--- src/rtl/sample_uart_pkg.sv ---
// Shared types and byte constants for the UART sample receiver.
// Holds the frame parser state enum and the frame sync/channel bytes.
package sample_uart_pkg;

  typedef enum logic [2:0] {
    SYNC0,
    SYNC1,
    CH_ID,
    MSB,
    LSB
  } parse_st_t;

  localparam logic [7:0] ASCII_C = 8'h43;
  localparam logic [7:0] ASCII_H = 8'h48;
  localparam logic [7:0] ASCII_0 = 8'h30;

  function automatic logic is_ch_id(
    input logic [7:0] b
  );
    return b[7:2] == ASCII_0[7:2];
  endfunction

endpackage

--- src/rtl/uart_rx.sv ---
// UART byte receiver: 2-flop sync, glitch-rejecting start, 8N1 framing.
// Ports: clk, rst, rx -> byte_valid, byte_data, stop_err (1-cycle pulses).
module uart_rx #(
  parameter int CLKS_PER_BIT = 24
) (
  input  logic       clk,
  input  logic       rst,
  input  logic       rx,
  output logic       byte_valid,
  output logic [7:0] byte_data,
  output logic       stop_err
);

  localparam int CW = $clog2(CLKS_PER_BIT + 1);
  localparam logic [CW-1:0] HALF_M1 =
    CW'(CLKS_PER_BIT / 2 - 1);
  localparam logic [CW-1:0] FULL_M1 =
    CW'(CLKS_PER_BIT - 1);

  localparam logic [1:0] ST_IDLE  = 2'd0;
  localparam logic [1:0] ST_START = 2'd1;
  localparam logic [1:0] ST_DATA  = 2'd2;
  localparam logic [1:0] ST_STOP  = 2'd3;

  logic          sync1;
  logic          sync2;
  logic          rx_prev;
  logic [1:0]    st;
  logic [CW-1:0] cnt;
  logic [2:0]    bit_idx;
  logic [7:0]    shreg;

  always_ff @(posedge clk or posedge rst) begin
    if (rst) begin
      sync1      <= 1'b1;
      sync2      <= 1'b1;
      rx_prev    <= 1'b1;
      st         <= ST_IDLE;
      cnt        <= '0;
      bit_idx    <= '0;
      shreg      <= '0;
      byte_data  <= '0;
      byte_valid <= 1'b0;
      stop_err   <= 1'b0;
    end else begin
      sync1      <= rx;
      sync2      <= sync1;
      rx_prev    <= sync2;
      byte_valid <= 1'b0;
      stop_err   <= 1'b0;
      unique case (st)
        ST_IDLE: begin
          cnt <= '0;
          if (rx_prev && !sync2)
            st <= ST_START;
        end
        ST_START: begin
          if (cnt == HALF_M1) begin
            cnt     <= '0;
            bit_idx <= '0;
            // line went back high: a glitch, not a start bit
            st      <= sync2 ? ST_IDLE : ST_DATA;
          end else begin
            cnt <= cnt + 1'b1;
          end
        end
        ST_DATA: begin
          if (cnt == FULL_M1) begin
            cnt     <= '0;
            shreg   <= {sync2, shreg[7:1]};
            bit_idx <= bit_idx + 1'b1;
            if (bit_idx == 3'd7)
              st <= ST_STOP;
          end else begin
            cnt <= cnt + 1'b1;
          end
        end
        default: begin
          if (cnt == FULL_M1) begin
            cnt <= '0;
            st  <= ST_IDLE;
            if (sync2) begin
              byte_valid <= 1'b1;
              byte_data  <= shreg;
            end else begin
              stop_err <= 1'b1;
            end
          end else begin
            cnt <= cnt + 1'b1;
          end
        end
      endcase
    end
  end

endmodule

--- src/rtl/uart_sample_rx.sv ---
// Parses "CH<id><msb><lsb>" UART frames into four signed sample registers.
// Ports: clk, rst, rx -> sample_out0..3, sample_update, sample_ch, frame_err.
module uart_sample_rx
  import sample_uart_pkg::*;
#(
  parameter int W            = 16,
  parameter int CLK_FREQ     = 24_000_000,
  parameter int BAUD_RATE    = 1_000_000,
  parameter int TIMEOUT_BITS = 16
) (
  input  logic                clk,
  input  logic                rst,
  input  logic                rx,
  output logic signed [W-1:0] sample_out0,
  output logic signed [W-1:0] sample_out1,
  output logic signed [W-1:0] sample_out2,
  output logic signed [W-1:0] sample_out3,
  output logic                sample_update,
  output logic [1:0]          sample_ch,
  output logic                frame_err
);

  localparam int CLKS_PER_BIT = CLK_FREQ / BAUD_RATE;
  localparam int TO_LIMIT = TIMEOUT_BITS * CLKS_PER_BIT;
  localparam int TW = $clog2(TO_LIMIT + 1);
  localparam logic [TW-1:0] TO_MAX = TW'(TO_LIMIT);

  logic        byte_valid;
  logic [7:0]  byte_data;
  logic        stop_err;

  parse_st_t   st;
  parse_st_t   st_n;
  logic [1:0]  ch;
  logic [7:0]  msb;
  logic [TW-1:0] to_cnt;
  logic        timeout;
  logic        err_n;
  logic        wr_n;
  logic        ch_ld;
  logic        msb_ld;
  logic signed [15:0] raw;
  logic signed [W-1:0] samp [4];

  uart_rx #(
    .CLKS_PER_BIT(CLKS_PER_BIT)
  ) u_rx (
    .clk       (clk),
    .rst       (rst),
    .rx        (rx),
    .byte_valid(byte_valid),
    .byte_data (byte_data),
    .stop_err  (stop_err)
  );

  assign timeout = (st != SYNC0) && !byte_valid
                && (to_cnt == TO_MAX);
  assign raw = {msb, byte_data};

  always_comb begin
    st_n   = st;
    err_n  = 1'b0;
    wr_n   = 1'b0;
    ch_ld  = 1'b0;
    msb_ld = 1'b0;
    if (stop_err || timeout) begin
      st_n  = SYNC0;
      err_n = 1'b1;
    end else if (byte_valid) begin
      unique case (st)
        SYNC0: begin
          if (byte_data == ASCII_C)
            st_n = SYNC1;
        end
        SYNC1: begin
          unique case (1'b1)
            byte_data == ASCII_H: st_n = CH_ID;
            byte_data == ASCII_C: st_n = SYNC1;
            default: begin
              st_n  = SYNC0;
              err_n = 1'b1;
            end
          endcase
        end
        CH_ID: begin
          unique case (1'b1)
            is_ch_id(byte_data): begin
              ch_ld = 1'b1;
              st_n  = MSB;
            end
            byte_data == ASCII_C: begin
              st_n  = SYNC1;
              err_n = 1'b1;
            end
            default: begin
              st_n  = SYNC0;
              err_n = 1'b1;
            end
          endcase
        end
        MSB: begin
          msb_ld = 1'b1;
          st_n   = LSB;
        end
        LSB: begin
          wr_n = 1'b1;
          st_n = SYNC0;
        end
        default: st_n = SYNC0;
      endcase
    end
  end

  always_ff @(posedge clk or posedge rst) begin
    if (rst) begin
      st            <= SYNC0;
      ch            <= '0;
      msb           <= '0;
      to_cnt        <= '0;
      sample_update <= 1'b0;
      sample_ch     <= '0;
      frame_err     <= 1'b0;
      for (int i = 0; i < 4; i++)
        samp[i] <= '0;
    end else begin
      st            <= st_n;
      frame_err     <= err_n;
      sample_update <= wr_n;
      // counts idle time inside a frame only; saturates at the limit
      if (byte_valid || st == SYNC0)
        to_cnt <= '0;
      else if (to_cnt != TO_MAX)
        to_cnt <= to_cnt + 1'b1;
      if (ch_ld)
        ch <= byte_data[1:0];
      if (msb_ld)
        msb <= byte_data;
      if (wr_n) begin
        samp[ch]  <= W'(raw);
        sample_ch <= ch;
      end
    end
  end

  assign sample_out0 = samp[0];
  assign sample_out1 = samp[1];
  assign sample_out2 = samp[2];
  assign sample_out3 = samp[3];

endmodule

--- config.mk ---
export PLATFORM = sky130hd
export DESIGN_NAME = uart_sample_rx
export DESIGN_NICKNAME = d
export VERILOG_FILES = /design/src/rtl/sample_uart_pkg.sv /design/src/rtl/uart_rx.sv /design/src/rtl/uart_sample_rx.sv
export SDC_FILE = /design/constraint.sdc
export NUM_CORES = 1
export LEC_CHECK = 0
export ABC_CLOCK_PERIOD_IN_PS = 9000
export CAP_MARGIN = 20
export CORE_ASPECT_RATIO = 1.4
export CORE_MARGIN = 2
export CORE_UTILIZATION = 50
export DETAILED_ROUTE_END_ITERATION = 7
export GPL_ROUTABILITY_DRIVEN = 1
export HOLD_SLACK_MARGIN = 0.1
export MAX_ROUTING_LAYER = met4
export PLACE_DENSITY_LB_ADDON = 0.2
export SKIP_CTS_REPAIR_TIMING = 1
export SLEW_MARGIN = 5
export SYNTH_ARGS = -nofsm -noshare
export SYNTH_HDL_FRONTEND = slang
export SYNTH_HIERARCHICAL = 1
export SYNTH_SLANG_ARGS = --single-unit
export TNS_END_PERCENT = 20
--- constraint.sdc ---
create_clock -name clk -period 9 [get_ports clk]
set_input_delay 1.8 -clock clk [delete_from_list [all_inputs] [get_ports clk]]
set_output_delay 1.8 -clock clk [all_outputs]
set_load 0.005 [all_outputs]
==> impl_metrics.tcl, run 1 <==
set metrics [dict create \
    status "finished, final reports clean" \
    crit_chain "clkdlybuf4s50_1" \
    synth_top_family_by_area "multiplexers" \
    worstSetupPathType "flop to output pin" \
    synth-main-ff-cell "dfrtp_1" \
    ff2ff_setup_slack_ps 6710 \
    start_util 0.513 \
    slew_headroom 0.356 \
    required_ps 7200 \
    via_count 3024 \
    finalSetupViolCount 0 \
    ir_drop_mv 0.226 \
    clk_pin_slew_ps 50 \
    end_kind "output pin" \
    totalWireLength_um 9690 \
    post-synth-top-count-cell "dfrtp_1" \
    synthAdderAreaFrac 0.0123 \
    reg2reg_depth 4 \
    fmax_ghz 0.324 \
    holdPathEnd "u_rx/sync2" \
    drt-initial-drc-count 146 \
    synth_mux_area_frac 0.211 \
    grt_max_degree 79 \
    cts_buffers 17 \
    switchingPower_uw 293 \
    setup_tns_ps 0 \
    ys.warnings.count 6 \
    start_kind "flop" \
    die_h_um 123 \
    worst_pin_slew_ps 966 \
    yosysSeqAreaShare 0.597 \
    dieWidth_um 89.2 \
    final_max_slew_viol_count 0 \
    syn_to_final_growth_pct 27.4 \
    hold_viol_final 0 \
    drive_gt1_frac 0.306 \
    grt_pass1_vias 3130 \
    core_area_um2 9900 \
    clkPwrFrac 0.491 \
    rr_startpoint "st[0]" \
    syn-cell-area_um2 5080 \
    grt_use_total 0.199 \
    antenna_found_initial 0 \
    p_sw_frac 0.222 \
    pwr-share-comb 0.059 \
    via_per_inst 5.25 \
    fin_skew_ps 8.25 \
    mappedNetlistNets 357 \
    place_congestion 0.790 \
    synth_seq_cells 121 \
    cts_tree "built" \
    yosysTopAreaCell "dfrtp_1" \
    crit_family "buffers and inverters" \
    synth_xor_area_frac 0.0155 \
    synthTopCellsByArea "dfrtp_1 (58%), mux2_2 (17%), mux2_4 (3.0%), dfstp_2 (1.6%), xor2_1 (1.4%)" \
    synth_edf_count 0 \
    internal-power_mw 1.02 \
    design_area_um2 6470 \
    synthTopCellsByCount "dfrtp_1 (118), mux2_2 (78), nor2_1 (12)" \
    row_count 43 \
    rr_endpoint "sample_out0[14]" \
    syn_avg_cell_area_um2 14.6 \
    pin_count 71 \
    dpl-instance-area_um2 5880 \
    finalCritPeriodShare 0.343 \
    clockRootBuffer "clkbuf_16" \
    whs_path_depth 0 \
    antenna-diode-count 0 \
    min_path_type "flop to flop" \
    fin_hold_ws_ps 357 \
    fin_cells 576 \
    drcViolationCount 0 \
    utilization 0.654 \
    leakage_nw 3.04 \
    clk_latency_ps 400 \
    synth.distinct_cells 58 \
    fin_nets 436 \
    slowest_delay_ps 510 \
    cp.arrival_ps 1280 \
    first_pass_iters 4 \
    dpl.cell_count 543 \
    detail-route-antenna-nets 0 \
    yosys.area_share.simple 0.108 \
    worstHoldStart "u_rx/sync1" \
    cts.sink_count 121 \
    grt_pass1_wl_um 15800 \
    die_area_um2 11000 \
    period_minus_slack_ps 3080 \
    cp_num_cells 1 \
    netlist_instances 349 \
    drv_cap 0 \
    synthArstFlopShare 1.00 \
    wire_per_inst_um 16.8 \
    crit_buf_inv 1 \
    hpwlAfterDp_um 6410 \
    powerDensity_nw_per_um2 204 \
    grt_overflow 0 \
    htree_levels 4 \
    cp_max_fo 2 \
    critPathSlowestCell "clkdlybuf4s50_1" \
    rsz0062_at_grt "false" \
    cts_max_path_buffers 2 \
    pwr-share-seq 0.450 \
    port_buffers 70 \
    synth_top_area_frac 0.581 \
    synth-compound-area-share 0.0345 \
]
==> final cells by class <==
cell class                      count  area, µm²
Clock buffer                       24        482
Clock inverter                      8       93.8
Fill cell                         762       3430
Inverter                            7       27.5
Multi-Input combinational cell    208       1940
Sequential cell                   121       3030
Tap cell                          135        169
Timing Repair Buffer               73        731
==> cells by family after synthesis <==
logic type               after synthesis
adder cells (fa/ha/maj)                5
multiplexers                          92
flip-flops                           121
buffers and inverters                 20
XOR/XNOR                               9
AND/OR/NAND/NOR                       77
AO/OA/AOI/OAI                         25
==> metal layers <==
metal | GRT usage | part of all wire | routed length, µm | vias to the layer above
met2 | 0.319 | 0.54 | 5190 | 40
met4 | 0.0644 | 0.015 | 143 | 0
met1 | 0.241 | 0.43 | 4120 | 1553
met3 | 0.0587 | 0.024 | 236 | 13
li1 | - | - | - | 1418
met5 | - | 0 | 0 | -
==> registers in the layout (all words and copies together) (netlist names) <==
register and cells:
sample_out1 16, u_rx/byte_data 8, sample_out2 16, u_rx/stop_err 1, sample_out0 16, u_rx/byte_valid 1, sample_ch 2, sample_out3 16
u_rx/rx_prev 1, sample_update 1, st 3, u_rx/shreg 8, u_rx/sync1 1, u_rx/cnt 5, to_cnt 9, u_rx/bit_idx 3
ch 2, msb 8, u_rx/sync2 1, frame_err 1, u_rx/st 2
==> per-stage QoR <==
step	setup slack (ps)	power, mW
2_1_floorplan	4860	0.665
3_3_place_gp	5690	0.677
3_5_place_dp	5650	0.681
4_1_cts	5890	1.33
5_1_grt	5870	1.37
6_report	5920	1.32
==> how the worst max path moves through the flow <==
stage                   start        endpoint  slack [ps]
6_report       sample_out3[8]  sample_out3[8]        5920
5_1_grt                   rst  sample_out1[3]        5870
4_1_cts        sample_out3[8]  sample_out3[8]        5890
3_5_place_dp              rst  sample_out2[7]        5650
3_3_place_gp              rst  sample_out2[7]        5690
2_1_floorplan             rst           ch[0]        4860
==> placed cells by master (no fill, tap or decap), types with 3 or more instances in the layout <==
cell type	synthesis	routed
mux2_4	10	10
mux2_2	78	78
mux2_1	3	3
o21bai_1	3	3
inv_1	7	6
nand3_1	10	10
clkbuf_8	0	3
clkbuf_16	0	17
nor2_1	12	12
nand4_1	4	4
nand4bb_1	3	3
dfstp_2	3	3
a21oi_1	5	5
nor3_1	5	5
and3b_1	3	3
clkdlybuf4s50_1	0	70
ha_1	5	5
dfrtp_1	118	118
clkinv_2	0	6
nand2b_1	9	9
nand2_1	4	4
clkbuf_1	5	4
xor2_1	8	8
==> power groups by stage <==
stage	Sequential (mW)	Clock, mW	Combinational, mW
after floorplan	0.584	0	0.0808
after global placement	0.601	0	0.0756
after detailed placement	0.603	0	0.0778
after CTS	0.593	0.660	0.0787
after global routing	0.598	0.685	0.0896
final	0.594	0.647	0.0771
(Power assumes the default switching activity.)
==> inputs of run 2 (changes only) <==
Settings changed: ABC_CLOCK_PERIOD_IN_PS 9000 to 3100.
Clock period 9 ns to 3.1 ns, I/O delays scaled along.
==> run 2 against run 1 <==
Against the previous run:
- hold slack got worse by 2.5 ps
- critical path depth rose by 3
- first-iteration DRC count rose by 12%
- worst setup slack got worse by 5100 ps
- sequential share of layout area fell by 0.17 points
- via count rose by 1.2%
- die area did not move
- sequential power rose to 2.9 times the previous value
- final area rose by 0.37%
- global-route usage fell by 0.17 points
- clock-buffer cell count did not move
- register-to-register slack got worse by 5900 ps
==> impl_metrics.tcl, run 2 (synthesis gave the netlist of run 1 again) <==
set metrics [dict create \
    status "finished, final reports clean" \
    antenna_found_initial 0 \
    place_congestion 0.801 \
    seq_area_um2 3030 \
    final_cell_mix "dfrtp_1 (118), mux2_2 (78), clkdlybuf4s50_1 (70), clkbuf_16 (17), nor2_1 (12)" \
    htree_levels 4 \
    pwr-share-comb 0.060 \
    drv_cap 0 \
    min_path_type "flop to flop" \
    via_per_inst 5.28 \
    met3_usage 0.0534 \
    start_util 0.513 \
    clockRootBuffer "clkbuf_16" \
    critPathSlowestCell "nor4_4" \
    die_h_um 123 \
    fin_skew_ps 6.69 \
    multiInputGateArea_um2 1940 \
    detail-route-antenna-nets 0 \
    finalCritPeriodShare 0.731 \
    core_area_um2 9900 \
    fillers 758 \
    switchingPower_uw 862 \
    place_worst_setup_slack_ps 819 \
    worst_pin_slew_ps 696 \
    cts.sink_count 121 \
    period_minus_slack_ps 2270 \
    row_count 43 \
    whs_path_depth 0 \
    ir_drop_mv 0.390 \
    pin_count 71 \
    p_sw_frac 0.223 \
    worst_slack_ps 833 \
    fin_nets 439 \
    dieWidth_um 89.2 \
    use_met2 0.315 \
    slowest_delay_ps 540 \
    hold_viol_final 0 \
    wire_per_inst_um 16.9 \
    crit_chain "nor4_4 -> nor3b_4 -> buf_4 -> mux2_2" \
    grt_max_degree 40 \
    grt_util_met1 0.240 \
    fmax_ghz 0.441 \
    leakage_nw 3.05 \
    first_pass_iters 5 \
    reg2reg_depth 4 \
    drt-initial-drc-count 163 \
    powerDensity_nw_per_um2 594 \
    grt_pass1_wl_um 15700 \
    grt_busiest_layer "met2" \
    clk_latency_ps 410 \
    slew_headroom 0.536 \
    grt_pass1_vias 3111 \
    rsz0062_at_grt "false" \
    final_common_cell "dfrtp_1" \
    start_kind "flop" \
    syn_to_final_growth_pct 27.9 \
    final_max_slew_viol_count 0 \
    port_buffers 70 \
    antenna-diode-count 0 \
    via_count 3060 \
    finalSetupViolCount 0 \
    clkPwrFrac 0.494 \
    hpwlAfterDp_um 6670 \
    cp_max_fo 12 \
    pwr-share-seq 0.446 \
    cp.arrival_ps 2550 \
    die_area_um2 11000 \
    clk_pin_slew_ps 50 \
    required_ps 3390 \
    drive_gt1_frac 0.313 \
    drcViolationCount 0 \
    setup_tns_ps 0 \
    cts_buffers 17 \
    cts_tree "built" \
    grt_overflow 0 \
    grt_use_total 0.197 \
    worstSetupPathType "flop to flop" \
    totalWireLength_um 9800 \
    fin_hold_ws_ps 355 \
    internal-power_mw 3.00 \
    end_kind "flop" \
    cts_max_path_buffers 2 \
]
[run 2: cell count changes in the layout (fill, tap and decap cells not counted), sizes merged]
cell	before	now
clkinv	7	6
clkinvlp	0	1
buf	3	6
[run 2: critical path: cells and delay by family (launching register included)]
family / cells / cell delay (ps)
buf+inv: 1 / 310
flops: 1 / 480
mux: 1 / 360
simple gates: 2 / 1000
[run 2: per-layer routing]
metal	vias up	wire length (µm)
li1	1421	-
met3	13	272
met1	1574	4210
met4	0	144
met2	52	5180
met5	-	0
[run 2: path summary, 6_finish.rpt]
check	startpoint	end	slack, ps
hold reg to reg	u_rx/sync1	u_rx/sync2	350
min in group asynchronous	rst	u_rx/cnt[2]	670
setup reg to reg	st[0]	sample_out0[11]	830
max in group asynchronous	rst	sample_out2[15]	1740
setup / recovery	st[0]	sample_out0[11]	830
hold / removal	u_rx/sync1	u_rx/sync2	350
[run 2: cell type report]
type                    count  area share
flip-flops and latches    121       0.467
multi-input cells         208       0.298
repair buffers             76       0.115
clock buffers              24      0.0757
well taps                 135      0.0260
clock inverters             8      0.0143
inverters                   7     0.00424
[run 2: power by group through the flow]
stage	Combinational (mW)	Clock, mW	Sequential [mW]
global placement	0.223	0	1.74
floorplan	0.235	0	1.70
detailed placement	0.236	0	1.75
CTS	0.238	1.95	1.72
global route	0.262	2.01	1.73
finish	0.232	1.91	1.72
[run 2: metrics by stage]
stage | total power [mW] | std cells | area [µm²] | util
2_1_floorplan | 1.93 | 349 | 5080 | -
3_3_place_gp | 1.97 | 547 | 5910 | 0.597
3_5_place_dp | 1.99 | 547 | 5910 | 0.597
4_1_cts | 3.91 | 579 | 6500 | 0.656
5_1_grt | 4.00 | 579 | 6500 | 0.656
6_report | 3.86 | 579 | 6500 | 0.656
==> inputs of run 3 (changes only) <==
Settings changed: ABC_CLOCK_PERIOD_IN_PS 3100 to 1900, CORE_UTILIZATION 50 to 49.
Clock period 3.1 ns to 1.9 ns, I/O delays scaled along.
==> run 3 against run 2 <==
Against the previous run:
- final area increased by 3.7%
- combinational power increased by 100%
- global-route usage increased by 0.65 points
- hold slack improved by 2.0 ps
- sequential power increased by 60%
- critical path depth unchanged
- wire length increased by 3.5%
- via count increased by 4.3%
- flip-flop and latch count unchanged
- die area increased by 2.0%
- largest cell class unchanged
==> impl_metrics.tcl, run 3 (synthesis gave the netlist of run 1 again) <==
set metrics [dict create \
    critPathSlowestCell "dfrtp_1" \
    required_ps 2190 \
    crit_family "simple AND/OR/NAND/NOR gates" \
    antenna-diode-count 0 \
    detail-route-antenna-nets 0 \
    grt_use_total 0.204 \
    dieWidth_um 90.0 \
    multiInputGateArea_um2 1940 \
    drt-initial-drc-count 193 \
    first_pass_iters 4 \
    rsz0062_at_grt "false" \
    syn_to_final_growth_pct 32.6 \
    htree_levels 4 \
    powerDensity_nw_per_um2 935 \
    place_congestion 0.876 \
    cts_tree "built" \
    cp.arrival_ps 2040 \
    leakage_nw 3.18 \
    fillers 788 \
    worst_pin_slew_ps 445 \
    total_power_mw 6.30 \
    start_kind "flop" \
    start_util 0.496 \
    cts_buffers 17 \
    drcViolationCount 0 \
    wire_per_inst_um 16.7 \
    finalSetupViolCount 0 \
    period_minus_slack_ps 1740 \
    totalWireLength_um 10100 \
    antenna_found_initial 0 \
    cts.sink_count 121 \
    hold_viol_final 0 \
    min_path_type "flop to flop" \
    end_kind "flop" \
    grt_pass1_vias 3378 \
    drive_gt1_frac 0.357 \
    final_common_cell "dfrtp_1" \
    grt_overflow 0 \
    slowest_delay_ps 480 \
    die_area_um2 11200 \
    final_max_slew_viol_count 0 \
    port_buffers 70 \
    fin_cells 608 \
    fin_skew_ps 6.44 \
    drv_cap 0 \
    core_area_um2 10200 \
    grt_pass1_wl_um 17400 \
    clockRootBuffer "clkbuf_16" \
    worst_slack_ps 156 \
    fin_nets 465 \
    crit_chain "nor2b_1 -> nand4b_1 -> buf_4 -> mux2_2" \
    ir_drop_mv 0.731 \
    row_count 44 \
    die_h_um 124 \
    crit_buf_inv 1 \
    seq_area_um2 3030 \
    clk_pin_slew_ps 60 \
    via_count 3193 \
    place_worst_setup_slack_ps 160 \
    finalCritPeriodShare 0.918 \
    grt_max_degree 51 \
    clk_latency_ps 410 \
    dpl.cell_count 576 \
    via_per_inst 5.25 \
    final_cell_mix "dfrtp_1 (118), mux2_2 (78), clkdlybuf4s50_1 (70), buf_4 (29), clkbuf_16 (17)" \
    cts_max_path_buffers 2 \
    pin_count 71 \
    hpwlAfterDp_um 6840 \
    status "finished, final reports clean" \
    cp_max_fo 9 \
    worstSetupPathType "flop to flop" \
    slew_headroom 0.702 \
    fmax_ghz 0.573 \
]
[run 3: cell types whose count changed in the layout (fill, tap and decap cells not counted), sizes merged]
cell	change
clkinvlp	+4
inv	+1
buf	+26
bufinv	-1
clkbuf	-4
[run 3: path summary, 6_finish.rpt]
kind / to / depth (start not counted) / slack, ps / from
worst max-delay path: msb[4] / 4 / 160 / u_rx/byte_valid
worst min-delay path: u_rx/sync2 / 0 / 360 / u_rx/sync1
worst max register to register: msb[4] / 4 / 160 / u_rx/byte_valid
worst min register to register: u_rx/sync2 / 0 / 360 / u_rx/sync1
max in group asynchronous: u_rx/sync2 / 3 / 1110 / rst
min in group asynchronous: frame_err / 3 / 460 / rst
[run 3: routing by layer]
layer | share of wire | vias to the layer above | track usage
li1 | - | 1482 | -
met1 | 0.42 | 1645 | 0.237
met2 | 0.53 | 56 | 0.337
met3 | 0.026 | 10 | 0.0538
met4 | 0.016 | 0 | 0.0824
met5 | 0 | - | -
[run 3: through the flow]
stage                     hold slack (ps)  cell area [µm²]  setup TNS [ps]  utilization
after floorplan                       345             5080            -690            -
after global placement                348             6150               0        0.601
after detailed placement              352             6150               0        0.601
after CTS                             359             6740               0        0.658
after global routing                  358             6740               0        0.658
final                                 357             6740               0        0.658
[run 3: layout make-up]
cell class / instances / share of cell area
inverters: 7 / 0.00446
repair buffers: 102 / 0.145
well taps: 138 / 0.0256
clock buffers: 20 / 0.0693
flip-flops and latches: 121 / 0.450
clock inverters: 12 / 0.0175
multi-input cells: 208 / 0.288
[run 3: power breakdown]
group	internal, mW	total, mW	leakage, nW	switching, mW
logic	0.212	0.470	1.24	0.258
clock network	1.91	3.07	0.275	1.16
registers	2.66	2.76	1.67	0.102
